File: src/rtl/nexys2_uart_rx_pkg.sv
// Shared UART definitions: receiver state encodings, oversampling constants
// and the baud divisor rounding, reusable by a future transmitter.
package nexys2_uart_rx_pkg;

    localparam int UART_OVERSAMPLE = 16;
    localparam int UART_MID        = 7;

    typedef enum logic [2:0] {
        UART_IDLE  = 3'd0,
        UART_START = 3'd1,
        UART_DATA  = 3'd2,
        UART_STOP  = 3'd3,
        UART_BREAK = 3'd4
    } uart_state_t;

    // round(clk_hz / (baud * 16)); the result must be at least 2
    function automatic int uart_div(input int clk_hz, input int baud);
        return (clk_hz + baud * (UART_OVERSAMPLE / 2)) / (baud * UART_OVERSAMPLE);
    endfunction

endpackage

File: src/rtl/nexys2_uart_rx_if.sv
// Receive-side output bundle: byte register with valid/ready plus error pulses.
// A byte transfers on a clk0 edge where rx_valid and rx_ready are both 1;
// rx_data is held stable while rx_valid is 1 and rx_valid never drops
// without a transfer. frame_err and overrun are single-cycle pulses.
interface nexys2_uart_rx_if;
    logic [7:0] rx_data;
    logic       rx_valid;
    logic       rx_ready;
    logic       frame_err;
    logic       overrun;

    modport master (
        output rx_data,
        output rx_valid,
        output frame_err,
        output overrun,
        input  rx_ready
    );

    modport slave (
        input  rx_data,
        input  rx_valid,
        input  frame_err,
        input  overrun,
        output rx_ready
    );
endinterface

File: src/rtl/nexys2_uart_rx_baud_tick.sv
// Free-running 16x oversampling tick generator; clear re-phases the count so
// the first tick lands DIV clocks after a detected start edge.
module uart_baud_tick #(
    parameter int DIV = 27
) (
    input  logic clk0,
    input  logic reset,
    input  logic clear,
    output logic tick
);

    localparam int CW = (DIV > 1) ? $clog2(DIV) : 1;
    localparam logic [CW-1:0] LAST = CW'(DIV - 1);

    logic [CW-1:0] cnt;

    always_ff @(posedge clk0 or posedge reset) begin
        if (reset) begin
            cnt <= '0;
        end else if (clear || cnt == LAST) begin
            cnt <= '0;
        end else begin
            cnt <= cnt + CW'(1);
        end
    end

    assign tick = (cnt == LAST);

endmodule

File: src/rtl/nexys2_uart_rx.sv
// 8N1 receiver: synchronises serial_in, samples each bit mid-period with a
// 16x tick and hands bytes to a valid/ready register, flagging line errors.
module nexys2_uart_rx
    import nexys2_uart_rx_pkg::*;
#(
    parameter int CLK_HZ = 50_000_000,
    parameter int BAUD   = 115_200
) (
    input  logic                    clk0,
    input  logic                    reset,
    input  logic                    serial_in,
    nexys2_uart_rx_if.master        rx,
    output uart_state_t             state_dbg
);

    localparam int DIV = uart_div(CLK_HZ, BAUD);

    logic [1:0]  sync_q;
    logic        rxs;
    uart_state_t state;
    logic [3:0]  tcnt;
    logic [2:0]  bit_idx;
    logic [7:0]  shift;
    logic        clear;
    logic        tick;
    logic        mid;

    always_ff @(posedge clk0 or posedge reset) begin
        if (reset) begin
            sync_q <= 2'b11;
        end else begin
            sync_q <= {sync_q[0], serial_in};
        end
    end

    assign rxs   = sync_q[1];
    assign clear = (state == UART_IDLE) && !rxs;
    assign mid   = tick && (tcnt == 4'(UART_MID));

    uart_baud_tick #(.DIV(DIV)) u_tick (
        .clk0  (clk0),
        .reset (reset),
        .clear (clear),
        .tick  (tick)
    );

    always_ff @(posedge clk0 or posedge reset) begin
        if (reset) begin
            state       <= UART_IDLE;
            tcnt        <= 4'd0;
            bit_idx     <= 3'd0;
            shift       <= 8'h00;
            rx.rx_data  <= 8'h00;
            rx.rx_valid <= 1'b0;
            rx.frame_err <= 1'b0;
            rx.overrun  <= 1'b0;
        end else begin
            rx.frame_err <= 1'b0;
            rx.overrun   <= 1'b0;
            if (rx.rx_valid && rx.rx_ready) begin
                rx.rx_valid <= 1'b0;
            end
            if (tick) begin
                tcnt <= tcnt + 4'd1;
            end
            case (state)
                UART_IDLE: begin
                    if (!rxs) begin
                        state <= UART_START;
                        tcnt  <= 4'd0;
                    end
                end
                UART_START: begin
                    if (mid) begin
                        if (rxs) begin
                            state <= UART_IDLE;
                        end else begin
                            state   <= UART_DATA;
                            bit_idx <= 3'd0;
                        end
                    end
                end
                UART_DATA: begin
                    if (mid) begin
                        shift <= {rxs, shift[7:1]};
                        if (bit_idx == 3'd7) begin
                            state <= UART_STOP;
                        end else begin
                            bit_idx <= bit_idx + 3'd1;
                        end
                    end
                end
                UART_STOP: begin
                    if (mid) begin
                        if (rxs) begin
                            state <= UART_IDLE;
                            // a draining register may take the new byte this same cycle
                            if (!rx.rx_valid || rx.rx_ready) begin
                                rx.rx_data  <= shift;
                                rx.rx_valid <= 1'b1;
                            end else begin
                                rx.overrun <= 1'b1;
                            end
                        end else begin
                            rx.frame_err <= 1'b1;
                            state        <= UART_BREAK;
                        end
                    end
                end
                UART_BREAK: begin
                    if (rxs) begin
                        state <= UART_IDLE;
                    end
                end
                default: state <= UART_IDLE;
            endcase
        end
    end

    assign state_dbg = state;

endmodule

File: src/flat_wrapper.sv
// flat-port wrapper written by rule: the top's interface ports become plain ports
module nexys2_uart_rx_flat import nexys2_uart_rx_pkg::*;
#(
    parameter int CLK_HZ = 50_000_000,
    parameter int BAUD   = 115_200
)
  (clk0, reset, serial_in, state_dbg, rx_rx_data, rx_rx_valid, rx_frame_err, rx_overrun, rx_rx_ready);
  nexys2_uart_rx_if rx_i ();
  input  logic clk0;
  input  logic reset;
  input  logic serial_in;
  output uart_state_t state_dbg;
  output wire logic [$bits(rx_i.rx_data)-1:0] rx_rx_data;
  output wire logic [$bits(rx_i.rx_valid)-1:0] rx_rx_valid;
  output wire logic [$bits(rx_i.frame_err)-1:0] rx_frame_err;
  output wire logic [$bits(rx_i.overrun)-1:0] rx_overrun;
  input wire logic [$bits(rx_i.rx_ready)-1:0] rx_rx_ready;
  assign rx_rx_data = rx_i.rx_data;
  assign rx_rx_valid = rx_i.rx_valid;
  assign rx_frame_err = rx_i.frame_err;
  assign rx_overrun = rx_i.overrun;
  assign rx_i.rx_ready = rx_rx_ready;
  nexys2_uart_rx #(.CLK_HZ(CLK_HZ), .BAUD(BAUD)) u_core (.clk0(clk0), .reset(reset), .serial_in(serial_in), .rx(rx_i), .state_dbg(state_dbg));
endmodule
File: config.mk
export PLATFORM = sky130hd
export DESIGN_NAME = nexys2_uart_rx_flat
export DESIGN_NICKNAME = d
export VERILOG_FILES = /design/src/rtl/nexys2_uart_rx_pkg.sv /design/src/rtl/nexys2_uart_rx_if.sv /design/src/rtl/nexys2_uart_rx_baud_tick.sv /design/src/rtl/nexys2_uart_rx.sv /design/src/flat_wrapper.sv
export SDC_FILE = /design/constraint.sdc
export NUM_CORES = 1
export LEC_CHECK = 0
export BUFFER_PORTS_ARGS = -buffer_cell sky130_fd_sc_hd__buf_4
export CORE_ASPECT_RATIO = 1.75
export CORE_MARGIN = 10
export CORE_UTILIZATION = 45
export CTS_CLUSTER_DIAMETER = 40
export DETAILED_ROUTE_END_ITERATION = 16
export PLACE_DENSITY = 0.61
export RECOVER_POWER = 100
export SETUP_SLACK_MARGIN = 0.15
export SYNTH_ARGS = -nofsm -noshare
export SYNTH_HDL_FRONTEND = slang
export SYNTH_HIERARCHICAL = 1
export SYNTH_SLANG_ARGS = --single-unit
File: constraint.sdc
create_clock -name clk0 -period 5.1 [get_ports clk0]
set_clock_uncertainty 0.05 [all_clocks]
set_input_delay 0.51 -clock clk0 [delete_from_list [all_inputs] [get_ports clk0]]
set_output_delay 0.51 -clock clk0 [all_outputs]
set_load 0.01 [all_outputs]
; ---- Word-level counts from Yosys, hierarchy flattened
; Index checks and enable logic that the tools add are counted.
[totals]
regBits = 36
in_bits = 4
wordCells = 71
[classes]
muxes = 30
reduce_logical = 13
n_eq_ne = 15
n_addsub = 3
[op_table]
columns = op, count
row1 = $mux 3, 11
row2 = $pmux 3 s5, 1
row3 = $mux 1, 12
row4 = $mux 4, 3
row5 = $ne 2x1->1 const B, 5
row6 = $eq 3x2->1 const B, 2
row7 = $eq 3x3->1 const B, 2
row8 = $ne 2x2->1 const B, 3
row9 = $pmux 3 s2, 1
row10 = $reduce_and 6->1, 1
row11 = $add 5x1->5 const B, 1
row12 = $eq 5x5->1 const B, 1
row13 = $mux 5, 1
row14 = $reduce_and 5->1, 1
row15 = $add 4x1->4 const B, 1
row16 = $eq 4x3->1 const B, 1
row17 = $reduce_and 4->1, 1
row18 = $add 3x1->3 const B, 1
row19 = $eq 3x1->1 const B, 1
row20 = $logic_and 1x1->1, 3
row21 = $logic_not 3->1, 1
row22 = $logic_not 1->1, 2
row23 = $logic_or 1x1->1, 2
row24 = $mux 2, 1
row25 = 2 further kinds, 2

; ---- Logic depth before layout (Yosys ltp)
; Gate-level depths: netlist of run 1.
[logic_depth]
word_depth = 6
ltp_mapped = 8
depth_no_buf = 6

; ---- Modules after synthesis
; The synthesis of run 1 kept the hierarchy.
[modules_own_cells]
columns = module, area_per_inst_um2, cells_each, instances, seq_area_each_um2
row1 = nexys2_uart_rx, 1325.0, 96, 1, 778.2
row2 = uart_baud_tick, 287.8, 23, 1, 125.1

; ---- Worst setup path after synthesis of run 1
; Ideal clock, no wire load.
[synth_timing]
kind = register -> register
from = reg u_core.u_tick.cnt[0]
to = reg u_core.rx.rx_data[0]
t_required_ns = 4.925
arrival_time_ns = 1.930
period_less_slack_ns = 2.105
path_stages_with_launch = 8
n_path_buf = 1
setup_slack_ns = 2.995
cell_sequence = dfrtp_1 inv_1 ha_1 and4b_1 buf_6 nand4b_4 nor4b_4 mux2_2
[synth_between]
elab_chain_cells = 3
[synth_lines]
columns = element, line_no
row1 = "start, declared", nexys2_uart_rx_baud_tick.sv:15  ; logic [CW-1:0] cnt;
row2 = "start signal, assigned", nexys2_uart_rx_baud_tick.sv:23  ; cnt <= cnt + CW'(1);
row3 = $eq 5x5->1, nexys2_uart_rx_baud_tick.sv:27  ; assign tick = (cnt == LAST);
row4 = named net u_core.tick, nexys2_uart_rx.sv:25  ; logic tick;
row5 = $logic_and 1x1->1, nexys2_uart_rx.sv:38  ; assign mid = tick && (tcnt == 4'(UART_MID));
row6 = $reduce_and 4->1 (no source line), --
row7 = "end signal, assigned", nexys2_uart_rx.sv:99  ; rx.rx_data <= shift;
row8 = "end, declared", nexys2_uart_rx_if.sv:13  ; output rx_data,
; The timed path passes the listed nets, and every way through them passes these cells.
; A chain may end at the register's enable or synchronous reset.

; ---- Worst setup path in the final report of run 1
[layout_timing]
from = reg u_core.u_tick.cnt[0]
to = reg u_core.rx.rx_data[7]
; Same word-level chain as after synthesis.

==> flow_metrics.env, run 1 <==
export IMPL_run_status="finished, violations left"
export IMPL_violations="max-capacitance violations, max-slew violations"
export IMPL_power_per_cell_area_nw_per_um2=303
export IMPL_tns_ns=0
export IMPL_post_synth_cell_area_avg_um2=13.6
export IMPL_vias_per_inst=5.27
export IMPL_chipWidth_um=65.3
export IMPL_fin_max_slew_vios=41
export IMPL_die_area_um2=6470
export IMPL_post_route_drc_count=0
export IMPL_cts_repair_resize_count=0
export IMPL_worst_ep_arrival_time_ns=3.63
export IMPL_globalRouteTotalUtil_pct=9.10
export IMPL_worst_pin_slew_ns=1.68
export IMPL_final_seq_area_um2=903
export IMPL_regToRegSetupSlack_ns=1.59
export IMPL_max_cap_violations=2
export IMPL_share_clk_of_total_power_pct=45.0
export IMPL_vdd_ir_drop_worst_v=0.000212
export IMPL_antenna_found_initial=0
export IMPL_multi_input_area_um2=601
export IMPL_finalNetCount=149
export IMPL_aggregate_global_routing_overflow=0
export IMPL_maxClockFrequency_mhz=285
export IMPL_share_comb_of_total_power_pct=1.5
export IMPL_root_buffer="clkbuf_8"
export IMPL_post_cts_buffers=0
export IMPL_hold_violations=0
export IMPL_floorplan_core_area_um2=3430
export IMPL_dp_hpwl_mm=1.96
export IMPL_grt_setup_unrepaired="false"
export IMPL_cts_hold_buffers_added=0
export IMPL_ioPinCount=18
export IMPL_maxSlewHeadroom_pct=-13.4
export IMPL_post_synth_inst_count=119
export IMPL_finalWorstSetupSlack_ns=1.59
export IMPL_placementRows=28
export IMPL_syn2layout_area_growth_pct=10.2
export IMPL_floorplan_die_height_um=99.2
export IMPL_synth_cell_area_um2=1610
export IMPL_seq_power_share_pct=53.5
export IMPL_synth_nets=128
export IMPL_place_congestion=0.726
export IMPL_maximum_fanout_along_the_worst_path=11
export IMPL_drt_total_wl_mm=2.70
export IMPL_internal_power_uw=433
export IMPL_routed_wire_length_per_instance_um=14.5
export IMPL_worst_r2r_path_depth=6
export IMPL_start_util_pct=47.0
export IMPL_type_of_destination_of_the_critical_path="flop"
export IMPL_fin_crit_sh_pct=68.8
export IMPL_number_of_nets_with_antenna_violations_after_routing=0
export IMPL_place_port_buffers=17
export IMPL_clk_insertion_delay_late_ns=0.28
export IMPL_place_ws_ns=2.50
export IMPL_warning_count_from_the_yosys_run=6
export IMPL_net_switching_power_of_the_design_uw=105
export IMPL_netSwitchingFraction_pct=19.4
export IMPL_worst_r2r_start="u_core/u_tick/cnt[0]"
export IMPL_cts_sink_count=36
export IMPL_grt_max_degree=32
export IMPL_drt_iter0_drc=13
export IMPL_required_ns=5.22
export IMPL_leading_cell_type_in_the_layout_fill_and_taps_excluded="dfrtp_1"
export IMPL_classification_of_the_worst_slack_hold_path="in -> async"
export IMPL_layout_core_utilization_pct=51.7
export IMPL_cts_max_path_buffers=2
export IMPL_number_of_failing_setup_endpoints_in_the_final_timing_report=0
export IMPL_mostFrequentLayoutCells="dfrtp_1 (34), mux2_2 (17), clkbuf_1 (15)"
export IMPL_h_tree_depth=2
export IMPL_regToRegEndpoint="u_core/rx.rx_data[7]"
export IMPL_yosysSeqAreaShare_pct=56.0
export IMPL_timing_final_crit_period_ns=3.51
export IMPL_layout_drive_gt1_share_pct=24.1
export IMPL_n_fill_cell=340
export IMPL_first_global_vias=1002
export IMPL_start_kind="flop"
export IMPL_detailedRoute_firstPassIterationCount=4
export IMPL_clock_pin_slew_reported_for_the_worst_setup_and_hold_paths_after_clock_tree_synthesis_ns=0.07
export IMPL_routed_vias=980
export IMPL_critical_path_class="reg -> reg"
export IMPL_tritoncts="built"
export IMPL_antenna_cells_inserted=0
export IMPL_inserted_clock_buffers=5
export IMPL_power_leakage_nw=0.838
export IMPL_synth_cell_types=33
export IMPL_flop_and_latch_count_out_of_synthesis=36
export IMPL_grt_first_pass_wirelength_mm=4.60
kinds of logic (layout without fill, tap and decap cells):
| family | count (synthesis) | after routing | synth area share (%) |
|---|---|---|---|
| AND/OR/NAND/NOR | 34 | 34 | 16.5 |
| XOR/XNOR | 4 | 4 | 2.17 |
| AO/OA/AOI/OAI | 12 | 12 | 5.04 |
| adder cells (fa/ha/maj) | 5 | 5 | 3.88 |
| buffers and inverters | 10 | 32 | 3.88 |
| flip-flops | 36 | 36 | 56.0 |
| multiplexers | 18 | 18 | 12.5 |
stage by stage:
stage | hold WS [ns] | instances | area, um^2 | total power [mW]
final | 0.0728 | 186 | 1780 | 0.538
after global routing | 0.0749 | 186 | 1780 | 0.560
after CTS | 0.0603 | 186 | 1880 | 0.550
after detailed placement | 0.297 | 178 | 1770 | 0.302
after global placement | 0.297 | 178 | 1770 | 0.302
after floorplan | 0.239 | 119 | 1610 | 0.298
power groups by stage:
stage                     Combinational, mW  Sequential, mW  Clock [mW]
final                               0.00793           0.288       0.242
after global routing                0.00955           0.288       0.263
after CTS                           0.00892           0.288       0.253
after detailed placement            0.00890           0.293           0
after global placement              0.00871           0.293           0
after floorplan                     0.00490           0.293           0
state kept, by name, indices dropped and copies added, names as in the netlist:
signal,cells
u_core/rx.rx_data,8
u_core/shift,8
u_core/u_tick/cnt,5
u_core/tcnt,4
u_core/bit_idx,3
u_core/state_dbg,3
u_core/sync_q,2
u_core/rx.frame_err,1
u_core/rx.overrun,1
u_core/rx.rx_valid,1
how the worst max path moves through the flow:
stage,startpoint,to,cells after the start
floorplan,u_core/u_tick/cnt[0],u_core/rx.rx_data[0],7
CTS,u_core/u_tick/cnt[0],u_core/rx.rx_data[0],6
global placement,u_core/u_tick/cnt[0],u_core/rx.rx_data[5],6
finish,u_core/u_tick/cnt[0],u_core/rx.rx_data[7],6
detailed placement,u_core/u_tick/cnt[0],u_core/rx.rx_data[7],6
global route,u_core/u_tick/cnt[0],u_core/rx.rx_data[0],6
metal layers:
layer / vias up / track usage (%) / share of wire, %
li1: 477 / - / -
met1: 481 / 9.33 / 42
met2: 18 / 15.2 / 52
met3: 4 / 3.60 / 4.6
met4: 0 / 4.97 / 2.1
met5: - / 0 / 0
critical path, stage by stage, from the launching register on:
cell	delay [ns]
dfrtp_1	0.43
inv_1	0.08
ha_1	0.13
and4b_1	0.49
nand4b_1	0.33
nor4b_1	1.44
mux2_2	0.44
synth_stat cells:
| cell | count | area [um^2] |
|---|---|---|
| and4b_1 | 1 | 10.0 |
| buf_2 | 2 | 10.0 |
| xnor2_1 | 2 | 17.5 |
| mux2_2 | 17 | 191 |
| a21oi_1 | 4 | 20.0 |
| nor2_1 | 6 | 22.5 |
| and4b_2 | 1 | 11.3 |
| dfrtp_1 | 34 | 851 |
| nand3_1 | 1 | 5.00 |
| nor3_1 | 3 | 15.0 |
| inv_1 | 5 | 18.8 |
| nand2_1 | 4 | 15.0 |
| o21bai_1 | 2 | 15.0 |
| or3_1 | 2 | 12.5 |
| xor2_1 | 2 | 17.5 |
| nand4_1 | 1 | 6.26 |
| nor4_4 | 2 | 42.5 |
| ha_1 | 5 | 62.6 |
| nand4b_4 | 1 | 23.8 |
| buf_6 | 3 | 33.8 |
| a311oi_1 | 1 | 8.76 |
| a22o_1 | 2 | 17.5 |
| a211oi_1 | 1 | 7.51 |
| o211ai_1 | 1 | 7.51 |
| and4_1 | 2 | 17.5 |
| o21ai_0 | 1 | 5.00 |
| nor4_1 | 3 | 18.8 |
| or3_2 | 2 | 15.0 |
| nor3b_1 | 2 | 15.0 |
| mux2i_1 | 1 | 10.0 |
| nand2b_1 | 2 | 12.5 |
| dfstp_2 | 2 | 52.6 |
| nor4b_4 | 1 | 23.8 |
layout make-up:
class                           count  share of cell area (%)
Tap cell                           45                    3.17
Sequential cell                    36                    50.8
Multi-Input combinational cell     73                    33.8
Timing Repair Buffer               19                    4.86
Clock buffer                        5                    3.87
Clock inverter                      3                    2.39
Inverter                            5                    1.06
Power figures use the tool's default switching activity.
==> run 2: changes to the inputs <==
==> constraint.sdc (replaced) <==
create_clock -name clk0 -period 3.4 [get_ports clk0]
set_clock_uncertainty 0.05 [all_clocks]
set_input_delay 0.34 -clock clk0 [delete_from_list [all_inputs] [get_ports clk0]]
set_output_delay 0.34 -clock clk0 [all_outputs]
set_load 0.01 [all_outputs]
==> run 2 against run 1 <==
First-iteration DRC count increased by 100%. Critical endpoint is now u_core/rx.rx_data[1]. Global-route usage increased by 0.18 points. Power increased by 50%. Setup slack got worse by 0.90 ns. The run still ends with max-capacitance violations, max-slew violations left. Die area unchanged. Critical path type unchanged. Largest power group unchanged.
==> flow_metrics.env, run 2 (same netlist as run 1, synthesis figures left out) <==
export IMPL_required_ns=3.52
export IMPL_root_buffer="clkbuf_8"
export IMPL_finalNetCount=150
export IMPL_clock_pin_slew_reported_for_the_worst_setup_and_hold_paths_after_clock_tree_synthesis_ns=0.07
export IMPL_cts_max_path_buffers=2
export IMPL_net_switching_power_of_the_design_uw=156
export IMPL_vias_per_inst=5.39
export IMPL_tns_ns=0
export IMPL_layout_drive_gt1_share_pct=24.6
export IMPL_routed_wire_length_per_instance_um=14.9
export IMPL_regToRegSetupSlack_ns=0.69
export IMPL_share_comb_of_total_power_pct=1.6
export IMPL_place_congestion=0.726
export IMPL_floorplan_core_area_um2=3430
export IMPL_grt_setup_unrepaired="false"
export IMPL_share_clk_of_total_power_pct=44.9
export IMPL_ioPinCount=18
export IMPL_critical_path_class="reg -> reg"
export IMPL_worst_ep_arrival_time_ns=2.84
export IMPL_worst_r2r_path_depth=6
export IMPL_post_route_drc_count=0
export IMPL_routed_vias=1007
export IMPL_holdCritStartpoint="serial_in"
export IMPL_internal_power_uw=651
export IMPL_globalRouteTotalUtil_pct=9.28
export IMPL_netSwitchingFraction_pct=19.4
export IMPL_seq_power_share_pct=53.5
export IMPL_drt_total_wl_mm=2.78
export IMPL_worst_r2r_start="u_core/u_tick/cnt[0]"
export IMPL_vdd_ir_drop_worst_v=0.000414
export IMPL_leading_cell_type_in_the_layout_fill_and_taps_excluded="dfrtp_1"
export IMPL_fin_max_slew_vios=32
export IMPL_type_of_destination_of_the_critical_path="flop"
export IMPL_die_area_um2=6470
export IMPL_antenna_found_initial=0
export IMPL_first_global_vias=1007
export IMPL_cts_sink_count=36
export IMPL_h_tree_depth=2
export IMPL_grt_max_degree=32
export IMPL_hold_violations=0
export IMPL_fin_crit_sh_pct=79.8
export IMPL_syn2layout_area_growth_pct=11.7
export IMPL_power_leakage_nw=0.851
export IMPL_inserted_clock_buffers=5
export IMPL_number_of_failing_setup_endpoints_in_the_final_timing_report=0
export IMPL_aggregate_global_routing_overflow=0
export IMPL_antenna_cells_inserted=0
export IMPL_maxSlewHeadroom_pct=-8.12
export IMPL_final_hold_worst_slack_ns=0.118
export IMPL_max_cap_violations=1
export IMPL_reg_largest_list="u_core/rx.rx_data (8), u_core/shift (8), u_core/u_tick/cnt (5)"
export IMPL_layout_core_utilization_pct=52.5
export IMPL_drt_iter0_drc=26
export IMPL_tritoncts="built"
export IMPL_regToRegEndpoint="u_core/rx.rx_data[1]"
export IMPL_place_port_buffers=17
export IMPL_mostFrequentLayoutCells="dfrtp_1 (34), mux2_2 (17), clkbuf_1 (15)"
export IMPL_maxClockFrequency_mhz=369
export IMPL_timing_final_crit_period_ns=2.71
export IMPL_clk_insertion_delay_late_ns=0.28
export IMPL_power_per_cell_area_nw_per_um2=448
export IMPL_floorplan_die_height_um=99.2
export IMPL_hold_path_cell_count=1
export IMPL_number_of_nets_with_antenna_violations_after_routing=0
export IMPL_run_status="finished, violations left"
export IMPL_start_kind="flop"
export IMPL_grt_first_pass_wirelength_mm=4.68
export IMPL_chipWidth_um=65.3
export IMPL_placementRows=28
export IMPL_worst_pin_slew_ns=1.62
export IMPL_dp_hpwl_mm=2.04
export IMPL_post_cts_buffers=0
export IMPL_crit_end="u_core/rx.rx_data[1]"
export IMPL_violations="max-capacitance violations, max-slew violations"
export IMPL_classification_of_the_worst_slack_hold_path="in -> reg"
export IMPL_start_util_pct=47.0
export IMPL_maximum_fanout_along_the_worst_path=11
export IMPL_detailedRoute_firstPassIterationCount=4
export IMPL_critical_path_startpoint="u_core/u_tick/cnt[0]"
[run 2: changes by cell type in the layout (fill, tap and decap cells not counted)]
cell / delta
nor4b_4: +1
nor4b_1: -1
dlygate4sd3_1: +1
[run 2: metrics by stage]
step / worst slack, ns / power [mW] / cell area [um^2] / cells
floorplan: 1.30 / 0.447 / 1610 / 119
global placement: 0.910 / 0.453 / 1770 / 178
detailed placement: 0.779 / 0.453 / 1770 / 178
CTS: 0.783 / 0.826 / 1890 / 187
global route: 0.475 / 0.845 / 1800 / 187
finish: 0.688 / 0.807 / 1800 / 187
[run 2: what timing repair did]
action,CTS,global route
endpoints found under the hold margin,5,0
hold buffers,1,0
gates resized for setup,0,0
[run 2: critical path: stages, from the launching register on]
cell	delay (ns)
dfrtp_1	0.42
inv_1	0.08
ha_1	0.13
and4b_1	0.50
nand4b_1	0.38
nor4b_4	0.65
mux2_2	0.40
[run 2: worst min path at each step]
| stage | slack (ns) | end |
|---|---|---|
| 3_5_place_dp | 0.21 | u_core/u_tick/cnt[3] |
| 2_1_floorplan | 0.07 | u_core/u_tick/cnt[0] |
| 6_report | 0.12 | u_core/sync_q[0] |
| 3_3_place_gp | 0.21 | u_core/u_tick/cnt[3] |
| 5_1_grt | 0.11 | u_core/sync_q[0] |
| 4_1_cts | 0.11 | u_core/sync_q[0] |
[run 2: power groups by stage]
stage | logic [mW] | registers, mW | clock network (mW)
6_report | 0.0128 | 0.432 | 0.362
5_1_grt | 0.0152 | 0.432 | 0.398
4_1_cts | 0.0145 | 0.431 | 0.380
3_5_place_dp | 0.0134 | 0.440 | 0
3_3_place_gp | 0.0130 | 0.440 | 0
2_1_floorplan | 0.00735 | 0.439 | 0
[run 2: metal layers]
| layer | global-route usage (%) | part of all wire [%] | vias up |
|---|---|---|---|
| li1 | - | - | 469 |
| met1 | 8.45 | 39 | 516 |
| met2 | 16.8 | 55 | 18 |
| met3 | 4.04 | 4.5 | 4 |
| met4 | 4.47 | 1.6 | 0 |
| met5 | 0 | 0 | - |
[run 2: layout make-up]
type / count / area, um^2
clock buffers: 5 / 68.8
well taps: 45 / 56.3
clock inverters: 3 / 42.5
fillers: 333 / 1630
repair buffers: 20 / 96.3
multi-input cells: 73 / 616
flip-flops and latches: 36 / 903
inverters: 5 / 18.8
==> run 3: changes to the inputs <==
==> constraint.sdc (replaced) <==
create_clock -name clk0 -period 2.5 [get_ports clk0]
set_clock_uncertainty 0.05 [all_clocks]
set_input_delay 0.25 -clock clk0 [delete_from_list [all_inputs] [get_ports clk0]]
set_output_delay 0.25 -clock clk0 [all_outputs]
set_load 0.01 [all_outputs]
==> run 3 against run 2 <==
Highest routed layer unchanged. Routed wire length decreased by 4.2%. Power rose by 26%. Critical path depth unchanged. The run now ends clean. Largest cell class unchanged. Largest power group unchanged.
==> flow_metrics.env, run 3 (same netlist as run 1, synthesis figures left out) <==
export IMPL_drt_iter0_drc=10
export IMPL_multi_input_area_um2=616
export IMPL_run_status="completed"
export IMPL_start_kind="flop"
export IMPL_vdd_ir_drop_worst_v=0.000396
export IMPL_cts_sink_count=36
export IMPL_final_seq_area_um2=903
export IMPL_globalRouteTotalUtil_pct=8.56
export IMPL_worst_ep_arrival_time_ns=2.32
export IMPL_number_of_nets_with_antenna_violations_after_routing=0
export IMPL_antenna_found_initial=0
export IMPL_routed_wire_length_per_instance_um=14.2
export IMPL_finalNetCount=151
export IMPL_holdCritStartpoint="serial_in"
export IMPL_leading_cell_type_in_the_layout_fill_and_taps_excluded="dfrtp_1"
export IMPL_vias_per_inst=5.14
export IMPL_place_congestion=0.760
export IMPL_inserted_clock_buffers=5
export IMPL_maximum_fanout_along_the_worst_path=8
export IMPL_worst_pin_slew_ns=0.883
export IMPL_detailedRoute_firstPassIterationCount=3
export IMPL_fin_max_slew_vios=0
export IMPL_number_of_failing_setup_endpoints_in_the_final_timing_report=0
export IMPL_hold_violations=0
export IMPL_syn2layout_area_growth_pct=10.9
export IMPL_fin_crit_sh_pct=88.2
export IMPL_die_area_um2=6470
export IMPL_routed_vias=966
export IMPL_required_ns=2.61
export IMPL_mostFrequentLayoutCells="dfrtp_1 (34), clkbuf_1 (17), mux2_2 (17)"
export IMPL_n_fill_cell=344
export IMPL_grt_max_degree=18
export IMPL_post_route_drc_count=0
export IMPL_place_inst=179
export IMPL_finalNonFillerCells=188
export IMPL_layout_drive_gt1_share_pct=23.8
export IMPL_dp_hpwl_mm=1.99
export IMPL_aggregate_global_routing_overflow=0
export IMPL_reg_largest_list="u_core/rx.rx_data (8), u_core/shift (8), u_core/u_tick/cnt (5)"
export IMPL_tns_ns=0
export IMPL_dpl_cell_area_um2=1780
export IMPL_ioPinCount=18
export IMPL_grt_setup_unrepaired="false"
export IMPL_start_util_pct=47.0
export IMPL_critical_path_class="reg -> reg"
export IMPL_power_leakage_nw=0.881
export IMPL_first_global_vias=962
export IMPL_drt_total_wl_mm=2.66
export IMPL_power_total_mw=1.01
export IMPL_tritoncts="built"
export IMPL_floorplan_core_area_um2=3430
export IMPL_place_port_buffers=17
export IMPL_chipWidth_um=65.3
export IMPL_h_tree_depth=2
export IMPL_power_per_cell_area_nw_per_um2=567
export IMPL_worst_r2r_start="u_core/u_tick/cnt[0]"
export IMPL_maxSlewHeadroom_pct=41.2
export IMPL_grt_first_pass_wirelength_mm=4.44
export IMPL_antenna_cells_inserted=0
export IMPL_cts_max_path_buffers=2
export IMPL_root_buffer="clkbuf_8"
export IMPL_maxClockFrequency_mhz=454
export IMPL_design_area_um2=1790
export IMPL_max_cap_violations=0
export IMPL_critical_path_startpoint="u_core/u_tick/cnt[0]"
export IMPL_clock_pin_slew_reported_for_the_worst_setup_and_hold_paths_after_clock_tree_synthesis_ns=0.07
export IMPL_clk_insertion_delay_late_ns=0.28
export IMPL_placementRows=28
export IMPL_timing_final_crit_period_ns=2.20
export IMPL_classification_of_the_worst_slack_hold_path="in -> reg"
export IMPL_type_of_destination_of_the_critical_path="flop"
export IMPL_floorplan_die_height_um=99.2
## run 3: final cells by class
type | instances | share of cell area, %
Sequential cell | 36 | 50.5
Multi-Input combinational cell | 73 | 34.4
Timing Repair Buffer | 21 | 5.81
Clock buffer | 8 | 5.04
Tap cell | 45 | 3.15
Inverter | 5 | 1.05
## run 3: per-stage QoR
step,util [%],setup slack [ns],hold slack [ns]
floorplan,-,0.395,-0.0215
global placement,51.7,0.333,0.119
detailed placement,51.7,0.280,0.124
CTS,54.6,0.266,0.0202
global route,52.1,0.150,0.0237
finish,52.1,0.295,0.0314
## run 3: final timing paths
check,endpoint,slack [ns],depth (start not counted)
worst max register to register,u_core/rx.rx_data[4],0.30,6
max in group asynchronous,u_core/shift[7],0.67,4
worst min-delay path,u_core/sync_q[0],0.03,1
min in group asynchronous,u_core/u_tick/cnt[3],0.38,3
worst min register to register,u_core/sync_q[1],0.31,0
worst max-delay path,u_core/rx.rx_data[4],0.30,6
## run 3: metal layers
metal	up-vias	GRT usage (%)	wire length, um
met5	-	0	0
met4	0	4.97	51
met3	6	3.60	130
met2	16	13.8	1350
met1	474	8.99	1130
li1	470	-	-
## run 3: where the power goes
part	internal, mW	switching [mW]	total [mW]
clock network	0.224	0.184	0.409
registers	0.586	0.00198	0.588
logic	0.00511	0.0125	0.0176
total	0.815	0.199	1.01
## run 3: timing repair
item	in CTS	in global routing
endpoints found under the hold margin	5	0
gates resized for setup	0	0
hold buffers	1	0
buffers inserted	0	0
## run 3: critical path, stage by stage, from the launching register on
cell and delay [ns]:
dfrtp_1 0.42, inv_1 0.07, ha_1 0.13, and4b_1 0.27
nand4b_4 0.17, nor4b_4 0.57, mux2_2 0.40
